===== config.mk =====
export PLATFORM = sky130hd
export DESIGN_NAME = uart_rx
export DESIGN_NICKNAME = d
export VERILOG_FILES = /design/src/rtl/uart_pkg.sv /design/src/rtl/sync_2ff.sv /design/src/rtl/uart_rx.sv
export SDC_FILE = /design/constraint.sdc
export NUM_CORES = 1
export LEC_CHECK = 0
export ABC_AREA = 1
export BUFFER_PORTS_ARGS = -buffer_cell sky130_fd_sc_hd__buf_2
export CAP_MARGIN = 10
export CORE_ASPECT_RATIO = 0.8
export CORE_MARGIN = 1
export CORE_UTILIZATION = 35
export CTS_BUF_LIST = sky130_fd_sc_hd__clkbuf_4
export CTS_CLUSTER_SIZE = 14
export DETAILED_ROUTE_END_ITERATION = 6
export GPL_TIMING_DRIVEN = 0
export MAX_ROUTING_LAYER = met4
export PLACE_DENSITY = 0.56
export SLEW_MARGIN = 15
export SYNTH_ARGS = -nofsm -noshare
export SYNTH_HDL_FRONTEND = slang
export SYNTH_SLANG_ARGS = --single-unit

===== constraint.sdc =====
create_clock -name clk -period 1.89 [get_ports clk]
set_input_delay 0.189 -clock clk [delete_from_list [all_inputs] [get_ports clk]]
set_output_delay 0.189 -clock clk [all_outputs]
set_load 0.05 [all_outputs]

===== src/rtl/uart_pkg.sv =====
`timescale 1ns/1ps
// uart_pkg: state encoding and baud timing shared by the UART receiver
// (and a future transmitter).
//   uart_state_t / ST_*   receiver FSM state encoding
//   calc_div(clk, baud)   clock cycles per bit (integer floor)
//   calc_half(div)        clock cycles to the middle of the start bit
package uart_pkg;

    typedef logic [1:0] uart_state_t;

    localparam uart_state_t ST_IDLE  = 2'd0;
    localparam uart_state_t ST_START = 2'd1;
    localparam uart_state_t ST_DATA  = 2'd2;
    localparam uart_state_t ST_STOP  = 2'd3;

    function automatic int unsigned calc_div(input int unsigned clock_hz,
                                             input int unsigned baud_rate);
        return clock_hz / baud_rate;
    endfunction

    function automatic int unsigned calc_half(input int unsigned div);
        return div / 2;
    endfunction

endpackage


===== src/rtl/sync_2ff.sv =====
`timescale 1ns/1ps
// sync_2ff: two-flop synchronizer for asynchronous inputs.
//   clk    destination clock
//   rst_n  asynchronous active-low reset, both stages load RESET_VALUE
//   d      asynchronous input
//   q      synchronized output (two clk cycles of latency)
module sync_2ff #(
    parameter int unsigned          WIDTH       = 1,
    parameter logic [WIDTH-1:0]     RESET_VALUE = '1
) (
    input  logic             clk,
    input  logic             rst_n,
    input  logic [WIDTH-1:0] d,
    output logic [WIDTH-1:0] q
);

    logic [WIDTH-1:0] meta;

    always_ff @(posedge clk or negedge rst_n) begin
        if (!rst_n) begin
            meta <= RESET_VALUE;
            q    <= RESET_VALUE;
        end else begin
            meta <= d;
            q    <= meta;
        end
    end

endmodule


===== src/rtl/uart_rx.sv =====
`timescale 1ns/1ps
// uart_rx: 8N1 UART receiver with a one-byte holding register.
//   clk        system clock
//   rst_n      asynchronous active-low reset
//   rx         asynchronous serial input, idle high, LSB first
//   data       received byte, stable while valid is high
//   valid      holding register full
//   ready      consumer takes the byte when valid && ready on a rising edge
//   frame_err  one-cycle pulse, stop bit sampled low (byte discarded)
//   overrun    one-cycle pulse, finished byte dropped because holding register full
//
// state | meaning
// IDLE  | waiting for rx_s low (only once re-armed by rx_s high)
// START | counting to mid start bit, rejects glitches
// DATA  | sampling 8 data bits at mid-bit
// STOP  | sampling the stop bit
module uart_rx
    import uart_pkg::*;
#(
    parameter int unsigned CLOCK_HZ  = 50_000_000,
    parameter int unsigned BAUD_RATE = 115200
) (
    input  logic       clk,
    input  logic       rst_n,
    input  logic       rx,
    output logic [7:0] data,
    output logic       valid,
    input  logic       ready,
    output logic       frame_err,
    output logic       overrun
);

    localparam int unsigned DIV   = calc_div(CLOCK_HZ, BAUD_RATE);
    localparam int unsigned HALF  = calc_half(DIV);
    localparam int unsigned CNT_W = (DIV > 2) ? $clog2(DIV) : 1;

    localparam logic [CNT_W-1:0] DIV_LAST  = CNT_W'(DIV - 1);
    localparam logic [CNT_W-1:0] HALF_LAST = CNT_W'(HALF - 1);

    logic             rx_s;
    uart_state_t      state;
    logic [CNT_W-1:0] cnt;
    logic [2:0]       idx;
    logic [7:0]       shreg;
    // Cleared by a framing error so a held-low line (break) produces one
    // frame_err only; set again once the line is seen high in IDLE.
    logic             armed;
    logic             byte_done;
    logic             stop_bad;

    sync_2ff #(
        .WIDTH       (1),
        .RESET_VALUE (1'b1)
    ) u_sync (
        .clk   (clk),
        .rst_n (rst_n),
        .d     (rx),
        .q     (rx_s)
    );

    assign byte_done = (state == ST_STOP) && (cnt == DIV_LAST) &&  rx_s;
    assign stop_bad  = (state == ST_STOP) && (cnt == DIV_LAST) && !rx_s;

    always_ff @(posedge clk or negedge rst_n) begin
        if (!rst_n) begin
            state <= ST_IDLE;
            cnt   <= '0;
            idx   <= '0;
            shreg <= '0;
            armed <= 1'b0;
        end else begin
            case (state)
                ST_IDLE: begin
                    cnt <= '0;
                    if (rx_s) begin
                        armed <= 1'b1;
                    end else if (armed) begin
                        state <= ST_START;
                    end
                end
                ST_START: begin
                    if (cnt == HALF_LAST) begin
                        cnt <= '0;
                        idx <= '0;
                        state <= rx_s ? ST_IDLE : ST_DATA;
                    end else begin
                        cnt <= cnt + 1'b1;
                    end
                end
                ST_DATA: begin
                    if (cnt == DIV_LAST) begin
                        cnt   <= '0;
                        shreg <= {rx_s, shreg[7:1]};
                        idx   <= idx + 3'd1;
                        if (idx == 3'd7) begin
                            state <= ST_STOP;
                        end
                    end else begin
                        cnt <= cnt + 1'b1;
                    end
                end
                default: begin
                    if (cnt == DIV_LAST) begin
                        cnt   <= '0;
                        state <= ST_IDLE;
                        if (!rx_s) begin
                            armed <= 1'b0;
                        end
                    end else begin
                        cnt <= cnt + 1'b1;
                    end
                end
            endcase
        end
    end

    // Holding register: independent of the receiver FSM so back-pressure
    // never stalls sampling; a byte finishing into a full register is dropped.
    always_ff @(posedge clk or negedge rst_n) begin
        if (!rst_n) begin
            data      <= 8'h00;
            valid     <= 1'b0;
            frame_err <= 1'b0;
            overrun   <= 1'b0;
        end else begin
            frame_err <= stop_bad;
            overrun   <= 1'b0;
            if (byte_done) begin
                if (!valid || ready) begin
                    data  <= shreg;
                    valid <= 1'b1;
                end else begin
                    overrun <= 1'b1;
                end
            end else if (valid && ready) begin
                valid <= 1'b0;
            end
        end
    end

endmodule


# == Yosys cells after proc, flatten, opt, wreduce, memory -nomap -nowiden ==
# Cells that the tools add are included.
# op_classes
add_sub_neg,2
eq_ne,14
mux,23
bitwise,1
n_reduce_logical,19
# ops
op,n
9-bit 2-to-1 mux,2
9-bit case mux with 2 select lines,1
2-bit 2-to-1 mux,7
"2-bit != test, second input constant",6
"9-bit by 1-bit adder with 9-bit output, second input constant",1
"9-bit by 8-bit equality test with 1-bit output, second input constant",1
"9-bit equality test, second input constant",1
1-bit 2-to-1 mux,8
3-bit 2-to-1 mux,2
2-bit case mux with 3 select lines,1
3-bit case mux with 2 select lines,1
2-bit AND reduction,3
6-bit AND reduction,1
2-bit nonzero test,3
"2-bit equality test, second input constant",2
1-bit logical AND,4
"2-bit by 1-bit != test with 1-bit output, second input constant",2
4-bit AND reduction,1
"3-bit by 1-bit adder with 3-bit output, second input constant",1
"3-bit equality test, second input constant",1
3-bit AND reduction,1
3-bit nonzero test,1
"2-bit by 1-bit equality test with 1-bit output, second input constant",1
1-bit zero test,2
5 further kinds,5
# word_totals
register_bits,36
input_bits,4
out_inout_bits,11
word_cells,70

# == Longest topological paths before layout ==
# Gate-level depths: netlist of run 1.
# logic_depth
depth_word,5
depth_mapped,11
ltp_nobuf,10

# == Modules after synthesis ==
# From an unflattened synthesis of run 1, not the netlist that was laid out.
# hier_totals
cells_unflattened,201
area_unflattened_um2,1732.9
# modules_own_cells
mod,instances,cells_each,area_each_um2,seq_area_each_um2
uart_rx,1,199,1680.4,850.8
sync_2ff,1,2,52.6,52.6

# == Worst setup path after synthesis of run 1 ==
# No wires, ideal clock.
# synth_path
path_type,register -> register
startpoint,reg state[0]
endpoint,reg armed
setup_time_ps,121
arrival_time_ps,1314
t_required_ps,1769
setup_slack_ps,455
path_stages_with_launch,7
n_path_buf,0
synth_period_minus_slack_ps,1435
cell_sequence,dfrtp_1 -> inv_1 -> ha_1 -> ha_1 -> nor2_1 -> nand3_1 -> a22o_1
# synth_between
elab_chain_len,4
elab_cells_between_ends,10
classes_between,eq/ne (4); mux (1); bitwise (1); reduce/logical (4)
# synth_lines
element,line_no,rtl
start: declaration,uart_rx.sv:41,uart_state_t state;
start signal: assignment,uart_rx.sv:85,state <= rx_s ? ST_IDLE : ST_DATA;
2-bit equality test / 2-bit by 1-bit equality test with 1-bit output (equally long branches),uart_rx.sv:72,case (state)
2-bit OR reduction (no line),n/a,
1-bit NOT (no line),n/a,
4-bit AND reduction (no line),n/a,
end signal: assignment,uart_rx.sv:70,armed <= 1'b0;
end signal: assignment,uart_rx.sv:76,armed <= 1'b1;
end signal: assignment,uart_rx.sv:107,armed <= 1'b0;
end: declaration,uart_rx.sv:47,logic armed;
# Several ways; a longest one is shown, not always the timed one.
# A chain may end at the register's enable or synchronous reset.

# == Worst setup path after layout of run 1 ==
# layout_path
startpoint,reg cnt[1]
endpoint,reg state[0]
# layout_between
elab_chain_len,3
elab_cells_between_ends,6
classes_between,eq/ne (4); reduce/logical (2)
# layout_lines
element,line_no,rtl
start: declaration,uart_rx.sv:42,logic [CNT_W-1:0] cnt;
start signal: assignment,uart_rx.sv:87,cnt <= cnt + 1'b1;
start signal: assignment,uart_rx.sv:99,cnt <= cnt + 1'b1;
start signal: assignment,uart_rx.sv:110,cnt <= cnt + 1'b1;
9-bit by 8-bit equality test with 1-bit output / 9-bit equality test (equally long branches),"uart_rx.sv:82, uart_rx.sv:91, uart_rx.sv:103",
2-bit != test (no line) / 3-bit nonzero test (equally long branches),n/a,
6-bit AND reduction (no line) *,n/a,
# Mark *: on every way between the ends. The rest lies on a longest branch, timed or not.

==> impl_metrics.env, run 1 <==
export IMPL_fin_skew_ps=8.92
export IMPL_slew_viol_final=0
export IMPL_syn_nets=212
export IMPL_cp_required_ps=2120
export IMPL_grt_max_degree=37
export IMPL_wl_met3_um=112
export IMPL_ctsRootBufferMaster="clkbuf_4"
export IMPL_synth_edf_count=0
export IMPL_core_area_um2=4680
export IMPL_async_reset_ff_frac=1.00
export IMPL_syn_area_per_cell_um2=8.83
export IMPL_grt_antenna_before_repair=0
export IMPL_powerDensity_nw_per_um2=976
export IMPL_max_stage_delay_ps=410
export IMPL_hold_violations=0
export IMPL_setup_violations=0
export IMPL_cts_sinks=36
export IMPL_worst_slack_ps=327
export IMPL_end_kind="flip-flop"
export IMPL_cts_resized=0
export IMPL_maxSlewHeadroom=0.474
export IMPL_detail_route_wl_per_cell_um=11.2
export IMPL_clockBufferDepth=2
export IMPL_drive_gt1_frac=0.203
export IMPL_ctsHtreeMaxLevel=2
export IMPL_clk_latency_ps=340
export IMPL_clk_pin_slew_worst_paths_ps=100
export IMPL_drt_first_pass_iters=4
export IMPL_leakage_nw=1.06
export IMPL_status="completed"
export IMPL_nets=235
export IMPL_yosysTopAreaCellShare=0.487
export IMPL_cts_tree="done"
export IMPL_synthAdderAreaFrac=0.0716
export IMPL_critPathBufInv=2
export IMPL_critPathKind="reg -> reg"
export IMPL_crit_fanout=10
export IMPL_highest_layer="met4"
export IMPL_synthSimpleGateAreaFrac=0.284
export IMPL_gp_congestion=0.796
export IMPL_critPathTopFamily="simple AND/OR/NAND/NOR gates"
export IMPL_grt_total_usage=0.154
export IMPL_fp_dieH_um=65.2
export IMPL_cap_violations=0
export IMPL_rows=22
export IMPL_grt_ovfl_total=0
export IMPL_final_setup_tns_ps=0
export IMPL_io_pins=15
export IMPL_dp_hpwl_mm=2.27
export IMPL_start_util=0.374
export IMPL_netlist_area_um2=1750
export IMPL_synth_seq_area_share=0.517
export IMPL_cp_arrival_ps=1800
export IMPL_finalCritPeriodShare=0.827
export IMPL_grt_pass1_wl_mm=5.87
export IMPL_via_per_inst=4.55
export IMPL_crit_slowest_cell="dfrtp_1"
export IMPL_ant_nets=0
export IMPL_finalWirelength_mm=3.17
export IMPL_rsz0062_at_grt="false"
export IMPL_max_slew_worst_pin_slew_ps=789
export IMPL_dpl_worst_slack_ps=321
export IMPL_first_global_vias=1252
export IMPL_synth_compound_area_frac=0.0587
export IMPL_postCtsSetupBuffers=0
export IMPL_synthXorXnorAreaFrac=0.0100
export IMPL_die_area_um2=5280
export IMPL_drt_met1_wl_mm=1.80
export IMPL_ys_warn_count=0
export IMPL_synth_area_leader_cell="dfrtp_1"
export IMPL_area_growth_pct=14.0
export IMPL_placement_io_buffers=14
export IMPL_via_count=1283
export IMPL_num_antenna_cells=0
export IMPL_dieWidth_um=81.0
export IMPL_wl_met2_mm=1.19
export IMPL_min_path_type="in -> reg"
export IMPL_synth_mux_area_frac=0
export IMPL_drcViolationCount=0
export IMPL_ys_seq_elements=36
export IMPL_synth_flop_cell="dfrtp_1"
export IMPL_synthTopCellsByArea="dfrtp_1, nand2_1, ha_1"
export IMPL_drtIter0Drc=57
export IMPL_synthCells=198
export IMPL_synth_cell_types=28
export IMPL_peakVddDrop_uv=305
export IMPL_worstPathCellList="inv_1, ha_1, nand2_1, nor2_4, nand2_4, buf_6, nand2_2, nand2_2, o21ai_1, nand2_1"
export IMPL_fmax_ghz=0.640
export IMPL_final_core_util=0.426
export IMPL_post_route_min_period_ps=1560
export IMPL_hold_slack_ps=176
export IMPL_synth_top_family_by_area="simple AND/OR/NAND/NOR gates"
export IMPL_critPathLaunchType="flip-flop"
export IMPL_cts_buffers_inserted=5
-- cell usage after synthesis (2+ instances only) --
cell type	instances
o21ai_0	4
nand2_2	6
dfstp_2	2
dfrtp_1	34
a21oi_1	3
nor2_4	3
o21ai_1	9
nand3_1	7
ha_1	10
nor3_2	2
nor2_1	18
inv_2	4
nand2_1	65
nor3_1	2
inv_1	16
-- timing repair --
action / 4_1_cts / 5_1_grt
hold endpoints to repair: 35 / 0
setup endpoints to repair: 0 / 0
hold buffers: 2 / 0
-- area by class of cell --
cell class,count,area (um2)
fill,504,2690
sequential,36,903
multi-input combinational,139,742
timing repair buffer,16,90.1
inverter,21,83.8
tap,60,75.1
clock buffer,6,45.0
clock inverter,2,35.0
buffer,2,18.8
-- power by group --
part	switching (mW)	internal [mW]
Sequential	0.0593	0.822
Clock	0.257	0.292
Combinational	0.350	0.166
-- per-stage QoR --
step                instance area [um2]  power [mW]  cells
global route                       1990        2.11    282
global placement                   1890        1.41    272
detailed placement                 1890        1.42    272
floorplan                          1750        1.28    198
finish                             1990        1.95    282
CTS                                1990        1.97    282
-- logic make-up after synthesis --
kind of cell    after synthesis
compound gates               19
fa+ha+maj                    10
flops                        36
simple gates                108
xor+xnor                      2
buf+inv                      23
-- routing by layer --
metal  vias up  track usage
li1        677            -
met1       579        0.214
met2        19        0.205
met3         8       0.0375
met4         0       0.0804
met5         -            -
-- layout by cell type, fill, tap and decap left out --
cell           netlist  final
nor2_4               3      3
nand3_4              1      1
ha_1                10     10
xor2_1               1      1
buf_6                1      1
a22o_1               1      1
nand4_1              1      1
nor3_2               2      2
nand2_1             65     65
clkinv_4             1      1
nand3b_1             1      1
xnor2_1              1      1
o31ai_1              1      1
a21oi_1              3      3
inv_1               16     16
dfrtp_1             34     34
buf_4                1      1
clkinv_2             0      1
dlygate4sd3_1        0      2
o21ai_1              9      9
bufinv_16            0      1
o21ai_0              4      4
nor2_1              18     18
o22ai_1              1      1
nand2_2              6      6
dfstp_2              2      2
clkbuf_4             0      6
nand3_1              7      7
inv_2                4      4
nand2_4              1      1
nor3_1               2      2
nor2_2               1      1
buf_2                0     14
-- state kept, by name, summed over array words and instances, names as in the netlist, 2 cells and up --
register  cells
data          8
cnt           9
state         2
shreg         8
idx           3
-- path summary, 6_finish.rpt --
path	startpoint	endpoint	slack [ps]	depth (start not counted)
min	ready	overrun	180	4
min reg2reg	u_sync.meta	u_sync.q	360	0
max in group asynchronous	rst_n	idx[1]	930	2
min in group asynchronous	rst_n	data[6]	460	2
max reg2reg	cnt[1]	state[0]	330	10
max	cnt[1]	state[0]	330	10
-- tightest hold or removal path: cells and delay by family --
kind	cells	cell delay [ps]
buffers and inverters	2	190
AND/OR/NAND/NOR	2	100
No activity file was read; power rests on OpenSTA's default activity.
==> inputs of run 2 (changes only) <==
Settings changed: PLACE_DENSITY 0.56 to 0.57.
Clock period 1.89 ns to 1.3 ns, I/O delays scaled along.
==> run 2 against run 1 <==
  * Combinational power rose to 2.9 times the previous value
  * The run now ends with negative setup slack left
  * Setup slack lost 490 ps
  * Flip-flop and latch count unchanged
  * Maximum frequency rose by 6.9%
  * Wire length increased by 24%
  * Largest power group is now combinational logic
==> impl_metrics.env, run 2 (synthesis gave the netlist of run 1 again) <==
export IMPL_status="finished with violations"
export IMPL_violations="negative setup slack"
export IMPL_dieWidth_um=81.0
export IMPL_grt_total_usage=0.164
export IMPL_hold_slack_ps=154
export IMPL_nets=262
export IMPL_grt_antenna_before_repair=0
export IMPL_critPathKind="reg -> reg"
export IMPL_clockBufferDepth=2
export IMPL_via_per_inst=4.57
export IMPL_final_core_util=0.524
export IMPL_dp_hpwl_mm=2.13
export IMPL_crit_fanout=8
export IMPL_dp_cells=272
export IMPL_area_growth_pct=40.2
export IMPL_io_pins=15
export IMPL_maxSlewHeadroom=0.455
export IMPL_hold_violations=0
export IMPL_reg2reg_slack_ps=-160
export IMPL_drt_first_pass_iters=4
export IMPL_crit_slowest_cell="dfrtp_1"
export IMPL_worst_slack_ps=-162
export IMPL_end_kind="flip-flop"
export IMPL_die_area_um2=5280
export IMPL_peakVddDrop_uv=583
export IMPL_grt_max_degree=37
export IMPL_ctsHtreeMaxLevel=2
export IMPL_clk_pin_slew_worst_paths_ps=120
export IMPL_start_util=0.374
export IMPL_instances_no_fill=309
export IMPL_fillers=428
export IMPL_num_antenna_cells=0
export IMPL_top_regs="cnt x9, data x8, shreg x8"
export IMPL_final_setup_tns_ps=-3550
export IMPL_max_stage_delay_ps=410
export IMPL_drtIter0Drc=72
export IMPL_multi_input_area_um2=948
export IMPL_max_slew_worst_pin_slew_ps=818
export IMPL_clk_latency_ps=360
export IMPL_setup_violations=32
export IMPL_place_area_um2=1940
export IMPL_gp_congestion=0.765
export IMPL_cts_sinks=36
export IMPL_regMostFlops="cnt"
export IMPL_cp_arrival_ps=1750
export IMPL_detail_route_wl_per_cell_um=12.7
export IMPL_placement_io_buffers=14
export IMPL_leakage_nw=1.27
export IMPL_critPathLaunchType="flip-flop"
export IMPL_finalWirelength_mm=3.91
export IMPL_fmax_ghz=0.684
export IMPL_core_area_um2=4680
export IMPL_cap_violations=0
export IMPL_finalCritPeriodShare=1.12
export IMPL_drcViolationCount=0
export IMPL_critPathTopFamily="simple AND/OR/NAND/NOR gates"
export IMPL_ant_nets=0
export IMPL_cts_tree="done"
export IMPL_first_global_vias=1328
export IMPL_largest_reg_flops=9
export IMPL_slew_viol_final=0
export IMPL_critPathBufInv=2
export IMPL_ctsRootBufferMaster="clkbuf_4"
export IMPL_fp_dieH_um=65.2
export IMPL_grt_pass1_wl_mm=6.28
export IMPL_dpl_worst_slack_ps=-222
export IMPL_cp_required_ps=1590
export IMPL_powerDensity_nw_per_um2=1460
export IMPL_post_route_min_period_ps=1460
export IMPL_rsz0062_at_grt="true"
export IMPL_layout_commonest_cell="nand2_1"
export IMPL_seq_area_um2=907
export IMPL_fin_skew_ps=14.1
export IMPL_min_path_type="in -> reg"
export IMPL_via_count=1413
export IMPL_cts_buffers_inserted=5
export IMPL_mostFrequentLayoutCells="nand2_1, dfrtp_1, buf_4, nor2_1, nand2_2"
export IMPL_finalPower_mw=3.58
export IMPL_rows=22
export IMPL_final_design_area_no_fill_um2=2450
export IMPL_grt_ovfl_total=0
export IMPL_drive_gt1_frac=0.454
export IMPL_worstPathCellList="inv_2, ha_4, nand2_4, nor2_4, nand2_4, nor2_4, nand3_4, inv_8, nand2_2, nand2_1"
run 2: layout make-up:
cell class | instances | area share
Multi-Input combinational cell | 140 | 0.387
Sequential cell | 36 | 0.370
Timing Repair Buffer | 42 | 0.131
Inverter | 21 | 0.0393
Tap cell | 60 | 0.0306
Clock inverter | 3 | 0.0174
Clock buffer | 5 | 0.0153
Buffer | 2 | 0.00919
run 2: power breakdown:
part / total [mW] / switching (mW) / internal (mW)
Clock: 0.807 / 0.406 / 0.401
Sequential: 1.28 / 0.0839 / 1.20
Combinational: 1.48 / 0.822 / 0.662
run 2: path summary, 6_finish.rpt:
| check | from | cells after the start | to |
|---|---|---|---|
| max | cnt[1] | 10 | data[0] |
| min | ready | 4 | overrun |
| max reg2reg | cnt[1] | 10 | data[0] |
| min reg2reg | u_sync.meta | 0 | u_sync.q |
| max in group asynchronous | rst_n | 2 | cnt[0] |
| min in group asynchronous | rst_n | 2 | cnt[4] |
run 2: layer usage:
metal	vias to the layer above	GRT usage	share of wire
met5	-	-	0
met4	0	0.0714	0.015
met3	7	0.0403	0.031
met2	23	0.238	0.46
met1	657	0.218	0.49
li1	726	-	-
run 2: worst reg2reg max path: cells and delay by family (launching register included):
family / cells / cell delay, ps
buffers and inverters: 2 / 220
flip-flops: 1 / 410
AND/OR/NAND/NOR: 7 / 650
adder cells (fa/ha/maj): 1 / 140
run 2: timing repair:
| action | in CTS | in global routing |
|---|---|---|
| buffers inserted | 13 | 12 |
| setup endpoints to repair | 31 | 34 |
| resized for setup | 24 | 33 |
| hold buffers | 2 | 0 |
| cloned | 1 | 1 |
| pin swaps | 5 | 7 |
| hold endpoints to repair | 35 | 0 |
